**src/rtl/hazard_stall_ctrl_pkg.sv**
```systemverilog
// Shared CPU package: pipeline action encoding and event counter defaults.
// The datapath and the debug readout use the same State encoding.
package hazard_stall_ctrl_pkg;

    // Default width of the saturating event counters
    localparam int CNT_W_DEFAULT = 16;

    // Default limit on consecutive freeze cycles before the timeout flag sets
    localparam int MAX_FREEZE_DEFAULT = 255;

    // One pipeline action is chosen per cycle; the encoding is visible on State
    typedef enum logic [1:0] {
        ACT_RUN    = 2'd0,
        ACT_STALL  = 2'd1,
        ACT_FLUSH  = 2'd2,
        ACT_FREEZE = 2'd3
    } action_e;

    // Load-use hazard: the EX load writes a register that the ID instruction reads.
    // Register 0 is hardwired to zero, so it can never carry a dependency.
    function automatic logic calc_load_use(
        input logic       mem_read,
        input logic [4:0] target,
        input logic [4:0] rs,
        input logic [4:0] rt,
        input logic       rt_used
    );
        return mem_read && (target != 5'd0) &&
               ((target == rs) || (rt_used && (target == rt)));
    endfunction

endpackage

```
**src/rtl/hazard_stall_ctrl_sat_counter.sv**
```systemverilog
// Saturating event counter: counts up by one per enabled edge, holds at all-ones.
import hazard_stall_ctrl_pkg::*;

module sat_counter #(
    parameter int W = CNT_W_DEFAULT
) (
    input  logic         clk,
    input  logic         rst_n,
    input  logic         inc,
    output logic [W-1:0] count
);

    logic [W-1:0] count_q;
    logic [W-1:0] count_d;

    // Next count: increment when requested unless already at the ceiling
    always_comb begin
        count_d = count_q;
        if (inc && (count_q != {W{1'b1}})) begin
            count_d = count_q + W'(1);
        end
    end

    // Count register, cleared asynchronously
    always_ff @(posedge clk or negedge rst_n) begin
        if (!rst_n) begin
            count_q <= '0;
        end else begin
            count_q <= count_d;
        end
    end

    assign count = count_q;

endmodule

```
**src/rtl/hazard_stall_ctrl.sv**
```systemverilog
// Hazard and stall controller for a five-stage pipeline. Picks one action per
// cycle (freeze > flush > stall > run), drives the pipeline enables
// combinationally, and keeps event statistics plus a memory-timeout flag.
module hazard_stall_ctrl
    import hazard_stall_ctrl_pkg::*;
#(
    parameter int CNT_W      = CNT_W_DEFAULT,
    parameter int MAX_FREEZE = MAX_FREEZE_DEFAULT
) (
    input  logic             clk,
    input  logic             rst_n,
    input  logic [4:0]       Rs_IF_ID,
    input  logic [4:0]       Rt_IF_ID,
    input  logic             RtUsed_IF_ID,
    input  logic [4:0]       RegTarget_ID_EX,
    input  logic             MemRead_ID_EX,
    input  logic             Branch_Taken_Ex_Mem,
    input  logic             Mem_Busy,
    output logic             PC_Wr,
    output logic             IF_ID_Wr,
    output logic             ID_EX_Bubble,
    output logic             IF_ID_Flush,
    output logic             ID_EX_Flush,
    output logic             Ex_Mem_Flush,
    output logic             Pipe_Freeze,
    output logic [1:0]       State,
    output logic [CNT_W-1:0] Stall_Cnt,
    output logic [CNT_W-1:0] Flush_Cnt,
    output logic [CNT_W-1:0] Freeze_Cnt,
    output logic             Mem_Timeout
);

    // Width of the consecutive-freeze counter, large enough to hold MAX_FREEZE
    localparam int FW = (MAX_FREEZE > 1) ? $clog2(MAX_FREEZE + 1) : 1;
    localparam logic [FW-1:0] FREEZE_LIMIT = FW'(MAX_FREEZE);

    logic          load_use;
    action_e       action;
    action_e       state_q;
    action_e       state_d;
    logic [FW-1:0] freeze_run_q;
    logic [FW-1:0] freeze_run_d;
    logic          timeout_q;
    logic          timeout_d;

    assign load_use = calc_load_use(MemRead_ID_EX, RegTarget_ID_EX,
                                    Rs_IF_ID, Rt_IF_ID, RtUsed_IF_ID);

    // Action select; a taken branch outranks a load-use because it discards the dependent instruction
    always_comb begin
        action = ACT_RUN;
        if (Mem_Busy) begin
            action = ACT_FREEZE;
        end else if (Branch_Taken_Ex_Mem) begin
            action = ACT_FLUSH;
        end else if (load_use) begin
            action = ACT_STALL;
        end
    end

    // Pipeline controls decoded from the action; reset parks the pipe with a bubble and no writes
    always_comb begin
        PC_Wr        = 1'b0;
        IF_ID_Wr     = 1'b0;
        ID_EX_Bubble = 1'b0;
        IF_ID_Flush  = 1'b0;
        ID_EX_Flush  = 1'b0;
        Ex_Mem_Flush = 1'b0;
        Pipe_Freeze  = 1'b0;
        if (!rst_n) begin
            ID_EX_Bubble = 1'b1;
        end else begin
            case (action)
                ACT_RUN: begin
                    PC_Wr    = 1'b1;
                    IF_ID_Wr = 1'b1;
                end
                ACT_STALL: begin
                    ID_EX_Bubble = 1'b1;
                end
                ACT_FLUSH: begin
                    PC_Wr        = 1'b1;
                    IF_ID_Wr     = 1'b1;
                    IF_ID_Flush  = 1'b1;
                    ID_EX_Flush  = 1'b1;
                    Ex_Mem_Flush = 1'b1;
                end
                ACT_FREEZE: begin
                    Pipe_Freeze = 1'b1;
                end
                default: begin
                    PC_Wr    = 1'b0;
                    IF_ID_Wr = 1'b0;
                end
            endcase
        end
    end

    // Next state for the action register, freeze run length and sticky timeout
    always_comb begin
        state_d      = action;
        freeze_run_d = '0;
        timeout_d    = timeout_q;
        if (action == ACT_FREEZE) begin
            freeze_run_d = freeze_run_q;
            if (freeze_run_q != FREEZE_LIMIT) begin
                freeze_run_d = freeze_run_q + FW'(1);
            end
            if (freeze_run_d == FREEZE_LIMIT) begin
                timeout_d = 1'b1;
            end
        end
    end

    // Action, freeze-run and timeout registers
    always_ff @(posedge clk or negedge rst_n) begin
        if (!rst_n) begin
            state_q      <= ACT_RUN;
            freeze_run_q <= '0;
            timeout_q    <= 1'b0;
        end else begin
            state_q      <= state_d;
            freeze_run_q <= freeze_run_d;
            timeout_q    <= timeout_d;
        end
    end

    sat_counter #(.W(CNT_W)) u_stall_cnt (
        .clk   (clk),
        .rst_n (rst_n),
        .inc   (action == ACT_STALL),
        .count (Stall_Cnt)
    );

    sat_counter #(.W(CNT_W)) u_flush_cnt (
        .clk   (clk),
        .rst_n (rst_n),
        .inc   (action == ACT_FLUSH),
        .count (Flush_Cnt)
    );

    sat_counter #(.W(CNT_W)) u_freeze_cnt (
        .clk   (clk),
        .rst_n (rst_n),
        .inc   (action == ACT_FREEZE),
        .count (Freeze_Cnt)
    );

    assign State       = state_q;
    assign Mem_Timeout = timeout_q;

endmodule

```
**config.mk**
```make
export PLATFORM = sky130hd
export DESIGN_NAME = hazard_stall_ctrl
export DESIGN_NICKNAME = d
export VERILOG_FILES = /design/src/rtl/hazard_stall_ctrl_pkg.sv /design/src/rtl/hazard_stall_ctrl_sat_counter.sv /design/src/rtl/hazard_stall_ctrl.sv
export SDC_FILE = /design/constraint.sdc
export NUM_CORES = 1
export LEC_CHECK = 0
export CAP_MARGIN = 40
export CORE_MARGIN = 2
export CORE_UTILIZATION = 45
export DETAILED_ROUTE_END_ITERATION = 12
export PLACE_DENSITY = 0.76
export SYNTH_ARGS = -nofsm -noshare
export SYNTH_HDL_FRONTEND = slang
export SYNTH_HIERARCHICAL = 1
export SYNTH_SLANG_ARGS = --single-unit
export TNS_END_PERCENT = 5
```
**constraint.sdc**
```tcl
create_clock -name clk -period 2.5 [get_ports clk]
set_input_delay 0.625 -clock clk [delete_from_list [all_inputs] [get_ports clk]]
set_output_delay 0.625 -clock clk [all_outputs]
set_load 0.1 [all_outputs]
```
# Word level (Yosys, flattened, before mapping)
# Index checks and enable logic that the tools add are counted.
# W data, S select, Z words.
[classes]
addsub = 4
eq_ne = 10
muxes = 14
reduce_logical = 11
[op_table]
columns = ["operator", "count"]
rows = [
  ["$add A16 B1 Y16 const B", 3],
  ["$ne A16 B16 Y1 const B", 3],
  ["$mux W8", 3],
  ["$eq A5 B5 Y1", 2],
  ["$mux W1", 9],
  ["$add A8 B1 Y8 const B", 1],
  ["$eq A8 B8 Y1 const B", 1],
  ["$ne A8 B8 Y1 const B", 1],
  ["$logic_and A1 B1 Y1", 6],
  ["$reduce_bool A5 Y1", 1],
  ["$eq A2 B2 Y1 const B", 2],
  ["$mux W2", 2],
  ["$eq A2 B1 Y1 const B", 1],
  ["$logic_not A2 Y1", 1],
  ["$reduce_and A2 Y1", 1],
  ["$reduce_or A2 Y1", 1],
  ["$logic_or A1 B1 Y1", 1],
]
[word_totals]
regBits = 59
in_bits = 21
output_inout_bits = 58
elab_cells = 45

# Depth between registers and ports, before layout
# Gate-level depths: netlist (run 1).
[depth]
word_depth = 11
mapped_depth = 8
depth_no_buf = 8

# Modules after synthesis
# The synthesis (run 1) kept the hierarchy.
[modules_own_cells]
columns = ["module", "n_inst", "cells_per_inst", "area_each_um2", "seq_area_each_um2"]
rows = [
  ["sat_counter", 3, 72, 859.6, 400.4],
  ["hazard_stall_ctrl", 1, 82, 753.2, 275.3],
]

# Worst setup path after synthesis (run 1)
# OpenSTA, ideal clock, no wires.
[synth_timing]
path_type = "input to output"
startpoint = "input port RegTarget_ID_EX[2]"
endpoint = "output port ID_EX_Bubble"
arrival_time_ps = 3490
required_ps = 1875
setup_slack_ps = -1615
stages = 4
path_buffers = 0
path_cell_list = "xor2_1 nor4_1 a32oi_1 o31ai_1"
[synth_between]
elab_chain_cells = 10
word_cells_on_any_way = 13
[synth_rtl]
columns = ["item", "line_no", "rtl"]
rows = [
  ["start: declaration", "hazard_stall_ctrl.sv:15", "input logic [4:0] RegTarget_ID_EX,"],
  ["$eq A5 B5 Y1", "hazard_stall_ctrl_pkg.sv:29", "((target == rs) || (rt_used && (target == rt)));"],
  ["$logic_and A1 B1 Y1", "hazard_stall_ctrl_pkg.sv:29", ""],
  ["$logic_or A1 B1 Y1", "hazard_stall_ctrl_pkg.sv:29", ""],
  ["$logic_and A1 B1 Y1 *", "hazard_stall_ctrl_pkg.sv:28", "return mem_read && (target != 5'd0) &&"],
  ["$mux W1 *", "hazard_stall_ctrl.sv:56", "end else if (load_use) begin"],
  ["$mux W2 *", "hazard_stall_ctrl.sv:54", "end else if (Branch_Taken_Ex_Mem) begin"],
  ["$mux W2 *", "hazard_stall_ctrl.sv:52", "if (Mem_Busy) begin"],
  ["$eq A2 B1 Y1 *", "hazard_stall_ctrl.sv:73", "case (action)"],
  ["$mux W1 *", "hazard_stall_ctrl.sv:73", ""],
  ["$mux W1 *", "hazard_stall_ctrl.sv:70", "if (!rst_n) begin"],
  ["end: declaration", "hazard_stall_ctrl.sv:21", "output logic ID_EX_Bubble,"],
]
# Mark *: on every way between the ends. The rest lies on a longest branch, timed or not.

# Final worst setup path (run 1)
[layout_timing]
startpoint = "input port Rt_IF_ID[4]"
endpoint = "output port ID_EX_Bubble"
[layout_between]
elab_chain_cells = 10
[layout_rtl]
columns = ["item", "line_no", "rtl"]
rows = [
  ["start: declaration", "hazard_stall_ctrl.sv:13", "input logic [4:0] Rt_IF_ID,"],
  ["$eq A5 B5 Y1", "hazard_stall_ctrl_pkg.sv:29", ""],
  ["$logic_and A1 B1 Y1", "hazard_stall_ctrl_pkg.sv:29", ""],
  ["$logic_or A1 B1 Y1", "hazard_stall_ctrl_pkg.sv:29", ""],
  ["$logic_and A1 B1 Y1", "hazard_stall_ctrl_pkg.sv:28", ""],
  ["$mux W1", "hazard_stall_ctrl.sv:56", ""],
  ["$mux W2", "hazard_stall_ctrl.sv:54", ""],
  ["$mux W2", "hazard_stall_ctrl.sv:52", ""],
  ["$eq A2 B1 Y1", "hazard_stall_ctrl.sv:73", ""],
  ["$mux W1", "hazard_stall_ctrl.sv:73", ""],
  ["$mux W1", "hazard_stall_ctrl.sv:70", ""],
]
# No other way between the ends.

==> summary.md, run 1 <==
| Metric | Value |
|---|---|
| Worst-skew pair later-pin latency | `roughly 0.33 ns` |
| WP data required | `about 1.9 ns` |
| Crit path DAT | `roughly 2.0 ns` |
| Share of layout cells above drive strength 1 | `between 30 and 40%` |
| Root Buffer Master | `clkbuf_8` |
| Yosys reg bits | `59` |
| Worst Setup End Kind | `primary output` |
| Outcome | `finished with violations` |
| TritonCTS clock tree | `yes` |
| Area of the die | `between 8000 and 9000 µm²` |
| Num CTS Buffers | `9` |
| Clk buf depth | `2` |
| Syn Area/Cell | `around 11 µm²` |
| Final Cell Area | `between 4000 and 5000 µm²` |
| Leakage | `between 2 and 2.5 nW` |
| DRT Wirelength | `approximately 8100 µm` |
| Drt wl/cell | `roughly 16 µm` |
| CP max FO | `2` |
| Sum Neg Setup Slack | `-0.384 ns` |
| Mapped Cells | `298` |
| Adder-Cell Fraction of Synth Area | `1.50%` |
| Area grow syn2layout | `37.4%` |
| Synth Warn # | `6` |
| Largest net degree at the start of global routing | `44` |
| Initial antenna violation count | `0` |
| FF-to-FF Start | `u_freeze_cnt/count[0]` |
| Placed Instances | `496` |
| # fillers | `between 600 and 700` |
| Total global routing overflow | `0` |
| DRC violation total after the first TritonRoute iteration | `113` |
| Fin. Hold Viols | `0` |
| Maximum Capacitance Violations | `0` |
| Core footprint | `~7000 µm²` |
| Clock Pin Slew Worst Setup and Hold Paths | `0.06 ns` |
| Largest family of logic cells by synthesized area | `simple AND/OR/NAND/NOR gates` |
| Actual slew at the worst max-slew pin | `0.564 ns` |
| Clock skew | `approximately 0.0079 ns` |
| Ant. Diodes | `0` |
| Min-delay worst type | `in2async` |
| Global-route wire length before repair | `13,900 µm` |
| XOR/XNOR Fraction of Synth Area | `under 10%` |
| Main flop type after synthesis | `dfrtp_1` |
| Area after DPL | `4370 µm²` |
| # rows | `31` |
| Fin crit share | `105%` |
| Final ANT Viol Nets | `0` |
| Mux cell area share after synthesis | `1.31%` |
| Register area share after synthesis | `between 40% and 50%` |
| Distinct cells, synth | `slightly below 50` |
| Ys async rst share | `between 90% and 100%` |
| Slew Viols, Final | `0` |
| Setup violations, final | `3` |
| Initial Util | `46.2%` |
| Fin util | `between 60% and 70%` |
| IO buf count | `a little under 80` |
| DPL Wire Length | `between 5000 and 6000 µm` |
| Total GRT Usage | `between 20% and 30%` |
| RD Place Congestion | `0.791` |
| Final nets | `between 400 and 500` |
| First-pass DRT Iterations | `7` |
| Die height | `90.1 µm` |
| Synth Net Count | `~320` |
| Clock tree sinks | `59` |
| DRC viols | `0` |
| Detailed-route via count | `~3,000` |
| Relative slew slack | `between 60% and 70%` |
| Top Ports | `a little under 80` |
| Worst Slack Setup Final | `-0.131 ns` |
| H-tree depth | `3` |
| Cell Area, Synth | `3330 µm²` |
| Die width | `~90 µm` |
| Minimum clock period | `2.63 ns` |
| Setup CP Type | `in2out` |
| Simple-gate portion of the synthesized area | `between 20% and 30%` |
| Maximum VDD drop | `roughly 1100 µV` |
| CTS Hold Bufs | `0` |
| RSZ-0062 raised after global routing | `true` |
| Number of synthesized flops with an enable pin | `0` |
| Failing checks | `negative setup slack` |
| Vias in the first global route | `roughly 2,900` |
| Pwr per Cell Area | `between 700 and 800 nW/µm²` |
| Via density per instance | `around 5.7` |
| Max Clk Rate | `0.380 GHz` |
| CP Launch Type | `input port` |
| Final Non-Filler Cells | `512` |
| Crit path from | `Rt_IF_ID[4]` |
| Area fraction in compound gates after synthesis | `around 15%` |
| Hold Slack | `roughly 0.38 ns` |
## worst max-delay path, stage by stage
cell and delay, ns:
clkdlybuf4s15_1 0.18, xor2_1 0.17, nor4_2 0.26, a32oi_2 0.16, buf_4 0.18, o31ai_4 0.21
buf_12 0.21
## sequential cells by signal, summed over array words and instances, names as in the netlist
name                flops
State                   2
u_flush_cnt/count      16
u_freeze_cnt/count     16
Mem_Timeout             1
u_stall_cnt/count      16
freeze_run_q            8
## layout by cell type (no fill, tap or decap), drive strengths merged, types with 12 or more instances in the layout
cell type	n
a21oi	12
a31oi	13
buf	90
clkbuf	14
dfrtp	59
nand2	16
nand3	19
nand4	32
nor2	12
o21a	15
xnor2	17
xor2	15
## layer usage
| metal | vias up | wire length (µm) | track usage [%] |
|---|---|---|---|
| met4 | 0 | 61 | 5.26 |
| met5 | - | 0 | 0 |
| met3 | 6 | 479 | 5.70 |
| li1 | 1389 | - | - |
| met2 | 105 | 3990 | 33.5 |
| met1 | 1430 | 3610 | 27.9 |
## cell type report
type	instances	area, µm²	area share [%]
clock buffers	13	159	3.47
clock inverters	2	35.0	0.765
inverters	4	15.0	0.328
multi-input cells	231	1870	40.8
flip-flops and latches	59	1480	32.3
well taps	99	124	2.71
repair buffers	104	898	19.6
## worst paths after layout
check | slack [ns] | to | cells after the start
max | -0.13 | ID_EX_Bubble | 7
min | 0.38 | freeze_run_q[7] | 2
max reg2reg | 0.78 | u_freeze_cnt/count[10] | 5
min reg2reg | 0.47 | Mem_Timeout | 1
max in group asynchronous | 1.53 | u_freeze_cnt/count[1] | 2
min in group clk | 0.47 | Mem_Timeout | 1
## cells in the mapped netlist (all sizes together), types with 2 or more instances
master | number | area, µm²
xnor2 | 17 | 149
nand3 | 19 | 133
buf | 3 | 22.5
nor2b | 2 | 12.5
and2 | 2 | 12.5
a31oi | 13 | 81.3
nor4 | 7 | 134
nand2 | 16 | 60.1
o21ai | 7 | 35.0
o21a | 15 | 113
xor2 | 15 | 131
mux2 | 3 | 33.8
nor2 | 12 | 52.6
and3 | 8 | 51.3
a32oi | 4 | 35.0
nand4 | 32 | 264
o211ai | 4 | 30.0
nor3 | 8 | 55.1
ha | 4 | 50.1
inv | 3 | 11.3
and4b | 3 | 30.0
a21oi | 12 | 60.1
dfrtp | 59 | 1480
o31ai | 4 | 71.3
a211oi | 2 | 15.0
and4 | 11 | 109
## metrics by stage
stage          worst slack (ns)  power (mW)
2_1_floorplan            -0.286        2.22
3_3_place_gp             -0.532        2.58
3_5_place_dp             -0.560        2.60
4_1_cts                  -0.113        3.49
5_1_grt                  -0.169        3.60
6_report                 -0.131        3.46
## logic make-up after synthesis
family                     count (synthesis)
adders and majority gates                  4
buffers and inverters                      8
AOI/OAI and AO/OA                         67
xor gates and xnor gates                  32
muxes                                      4
DFF                                       59
and+or+nand+nor                          124
## power breakdown
part	internal [mW]	total, mW	switching (mW)
combinational	0.313	1.34	1.03
clock	0.509	0.870	0.362
sequential	1.06	1.25	0.190
## what timing repair did
item | in CTS | in global routing
buffers inserted | 1 | 1
resized for setup | 44 | 2
endpoints found under the hold margin | 0 | 0
pin swaps | 15 | 4
endpoints found under the setup margin | 17 | 16
No activity file was read; power rests on OpenSTA's default activity.
==> run 2: changes to the inputs <==
--- a/config.mk
+++ b/config.mk
@@ -10,6 +10,7 @@
 export CORE_UTILIZATION = 45
 export DETAILED_ROUTE_END_ITERATION = 12
 export PLACE_DENSITY = 0.76
+export SKIP_CTS_REPAIR_TIMING = 1
 export SYNTH_ARGS = -nofsm -noshare
 export SYNTH_HDL_FRONTEND = slang
 export SYNTH_HIERARCHICAL = 1
==> run 2 against run 1 <==
Maximum frequency shrank 0.17%. Via count decreased by 0.48%. Critical endpoint is now PC_Wr. Largest cell class unchanged. Critical path type unchanged. Non-clock buffer count up 1. Clock power barely moved. Largest power group unchanged. Power barely moved. Cell count is 0.20% higher. The flow still finishes with violations (negative setup slack). Die area unchanged.
==> summary.md, run 2 (synthesis results as in run 1) <==
| Metric | Value |
|---|---|
| Outcome | `finished with violations` |
| Failing checks | `negative setup slack` |
| Final ANT Viol Nets | `0 (unchanged)` |
| Initial antenna violation count | `0 (unchanged)` |
| Total net switching power | `1.57 mW (-0.13%)` |
| GR met3 Demand/Resource | `5.87% (+0.17 points)` |
| Met1 usage | `27.0% (-0.92 points)` |
| # fillers | `609 (-1.9%)` |
| Largest net degree at the start of global routing | `44 (unchanged)` |
| Footprint of the multi-input gates | `1870 µm² (unchanged)` |
| Min-delay worst type | `in2async` |
| Clock skew | `0.00899 ns (+0.00110 ns)` |
| Area of the die | `8110 µm² (unchanged)` |
| Clock group share of total power | `25.2% (about the same)` |
| DRC viols | `0 (unchanged)` |
| Sw frac | `45.5% (-0.10 points)` |
| Max Clk Rate | `0.379 GHz (-0.17%)` |
| FF-to-FF Start | `u_freeze_cnt/count[0]` |
| IO buf count | `78 (unchanged)` |
| Crit path DAT | `2.01 ns (about the same)` |
| DRT Wirelength | `8160 µm (+0.36%)` |
| Initial Util | `46.2% (unchanged)` |
| Root Buffer Master | `clkbuf_8` |
| Worst Slack Setup Final | `-0.135 ns (-0.00443 ns)` |
| Slew Viols, Final | `0 (unchanged)` |
| Sequential share of power | `36.1% (about the same)` |
| DPL Wire Length | `5950 µm (unchanged)` |
| Worst-skew pair later-pin latency | `0.33 ns (about the same)` |
| H-tree depth | `3 (unchanged)` |
| Fin. Hold Viols | `0 (unchanged)` |
| # rows | `31 (unchanged)` |
| Detailed-route via count | `2,916 (-0.48%)` |
| Fin util | `64.3% (+0.87 points)` |
| GRT busiest layer | `met2` |
| First-pass DRT Iterations | `5 (-2)` |
| Fin crit share | `105% (+0.18 points)` |
| Crit path from | `RegTarget_ID_EX[2]` |
| Most common cell after layout, fill and taps aside | `buf_4` |
| Clk buf depth | `2 (unchanged)` |
| Area grow syn2layout | `39.2%` |
| Clock Pin Slew Worst Setup and Hold Paths | `0.06 ns (about the same)` |
| Die width | `90.1 µm (unchanged)` |
| Ant. Diodes | `0 (unchanged)` |
| Via density per instance | `5.68 (-0.67%)` |
| Combinational power share | `38.7% (about the same)` |
| Leakage | `2.19 nW (+5.7%)` |
| Drt wl/cell | `15.9 µm (+0.16%)` |
| Reg area | `1480 µm² (unchanged)` |
| Minimum clock period | `2.64 ns (+0.00444 ns)` |
| Maximum Capacitance Violations | `0 (unchanged)` |
| Global-route wire length before repair | `13,700 µm (-1.3%)` |
| CP max FO | `3 (+1)` |
| Vias in the first global route | `2,854 (-0.66%)` |
| Die height | `90.1 µm (unchanged)` |
| Relative slew slack | `62.4% (about the same)` |
| CP Launch Type | `input port` |
| Pwr per Cell Area | `746 nW/µm² (-1.3%)` |
| Clock tree sinks | `59 (unchanged)` |
| Total GRT Usage | `20.5% (-0.29 points)` |
| DRC violation total after the first TritonRoute iteration | `126 (+12%)` |
| Actual slew at the worst max-slew pin | `0.564 ns (+0.0000393 ns)` |
| RSZ-0062 raised after global routing | `true` |
| GRT met2 Usage | `33.3% (-0.13 points)` |
| Top Ports | `79 (unchanged)` |
| Share of layout cells above drive strength 1 | `34.8% (-0.57 points)` |
| TritonCTS clock tree | `yes` |
| Setup CP Type | `in2out` |
| Maximum VDD drop | `1140 µV (-0.20%)` |
| Worst Setup End Kind | `primary output` |
| Core footprint | `7210 µm² (unchanged)` |
| Area after DPL | `4370 µm² (unchanged)` |
| RD Place Congestion | `0.791 (unchanged)` |
| Final nets | `435 (+0.23%)` |
| Internal power | `1.89 mW (+0.27%)` |
| Num CTS Buffers | `9 (unchanged)` |
| Most frequent cells in the layout | `75 x buf_4, 59 x dfrtp_1, 26 x nand4_1` |
| Total global routing overflow | `0 (unchanged)` |
| WP data required | `1.88 ns (about the same)` |
| Final Cell Area | `4640 µm² (+1.4%)` |
| Setup violations, final | `3 (unchanged)` |
run 2: layout make-up:
cell class              instances  share of cell area, %
flip-flops and latches         59                   31.8
clock buffers                  13                   3.43
multi-input cells             231                   40.3
well taps                      99                   2.67
repair buffers                105                   20.7
clock inverters                 2                  0.755
inverters                       4                  0.324
run 2: worst max-delay path: stages:
cell	delay, ns
clkbuf_2	0.11
buf_6	0.12
or4_4	0.47
o21ai_2	0.18
buf_6	0.13
o211a_4	0.19
buf_12	0.17
run 2: power by group through the flow:
stage	clock, mW	combinational (mW)	sequential, mW
finish	0.871	1.34	1.25
detailed placement	0	1.34	1.26
global route	0.940	1.39	1.27
global placement	0	1.32	1.26
CTS	0.900	1.34	1.25
floorplan	0	0.264	1.96
run 2: per-layer routing:
layer	vias up	wire, µm
met5	-	0
met4	0	75
met3	7	445
met2	96	4000
met1	1422	3650
li1	1391	-
run 2: metrics by stage:
stage               hold WS (ns)  TNS (ns)  total power [mW]  cells  setup slack [ns]
finish                     0.380    -0.394              3.46    513            -0.135
global route               0.379    -0.584              3.61    513            -0.187
CTS                        0.353     -2.96              3.49    511            -0.580
detailed placement         0.461     -8.39              2.60    496            -0.560
global placement           0.457     -7.65              2.58    496            -0.532
floorplan                  0.329     -1.83              2.22    298            -0.286
run 2: path summary, 6_finish.rpt:
path | end | slack [ns] | cells after the start
max | PC_Wr | -0.14 | 7
min | freeze_run_q[5] | 0.38 | 2
max reg2reg | u_freeze_cnt/count[14] | 0.81 | 5
min reg2reg | Mem_Timeout | 0.47 | 1
max in group asynchronous | u_freeze_cnt/count[1] | 1.53 | 2
min in group clk | Mem_Timeout | 0.47 | 1
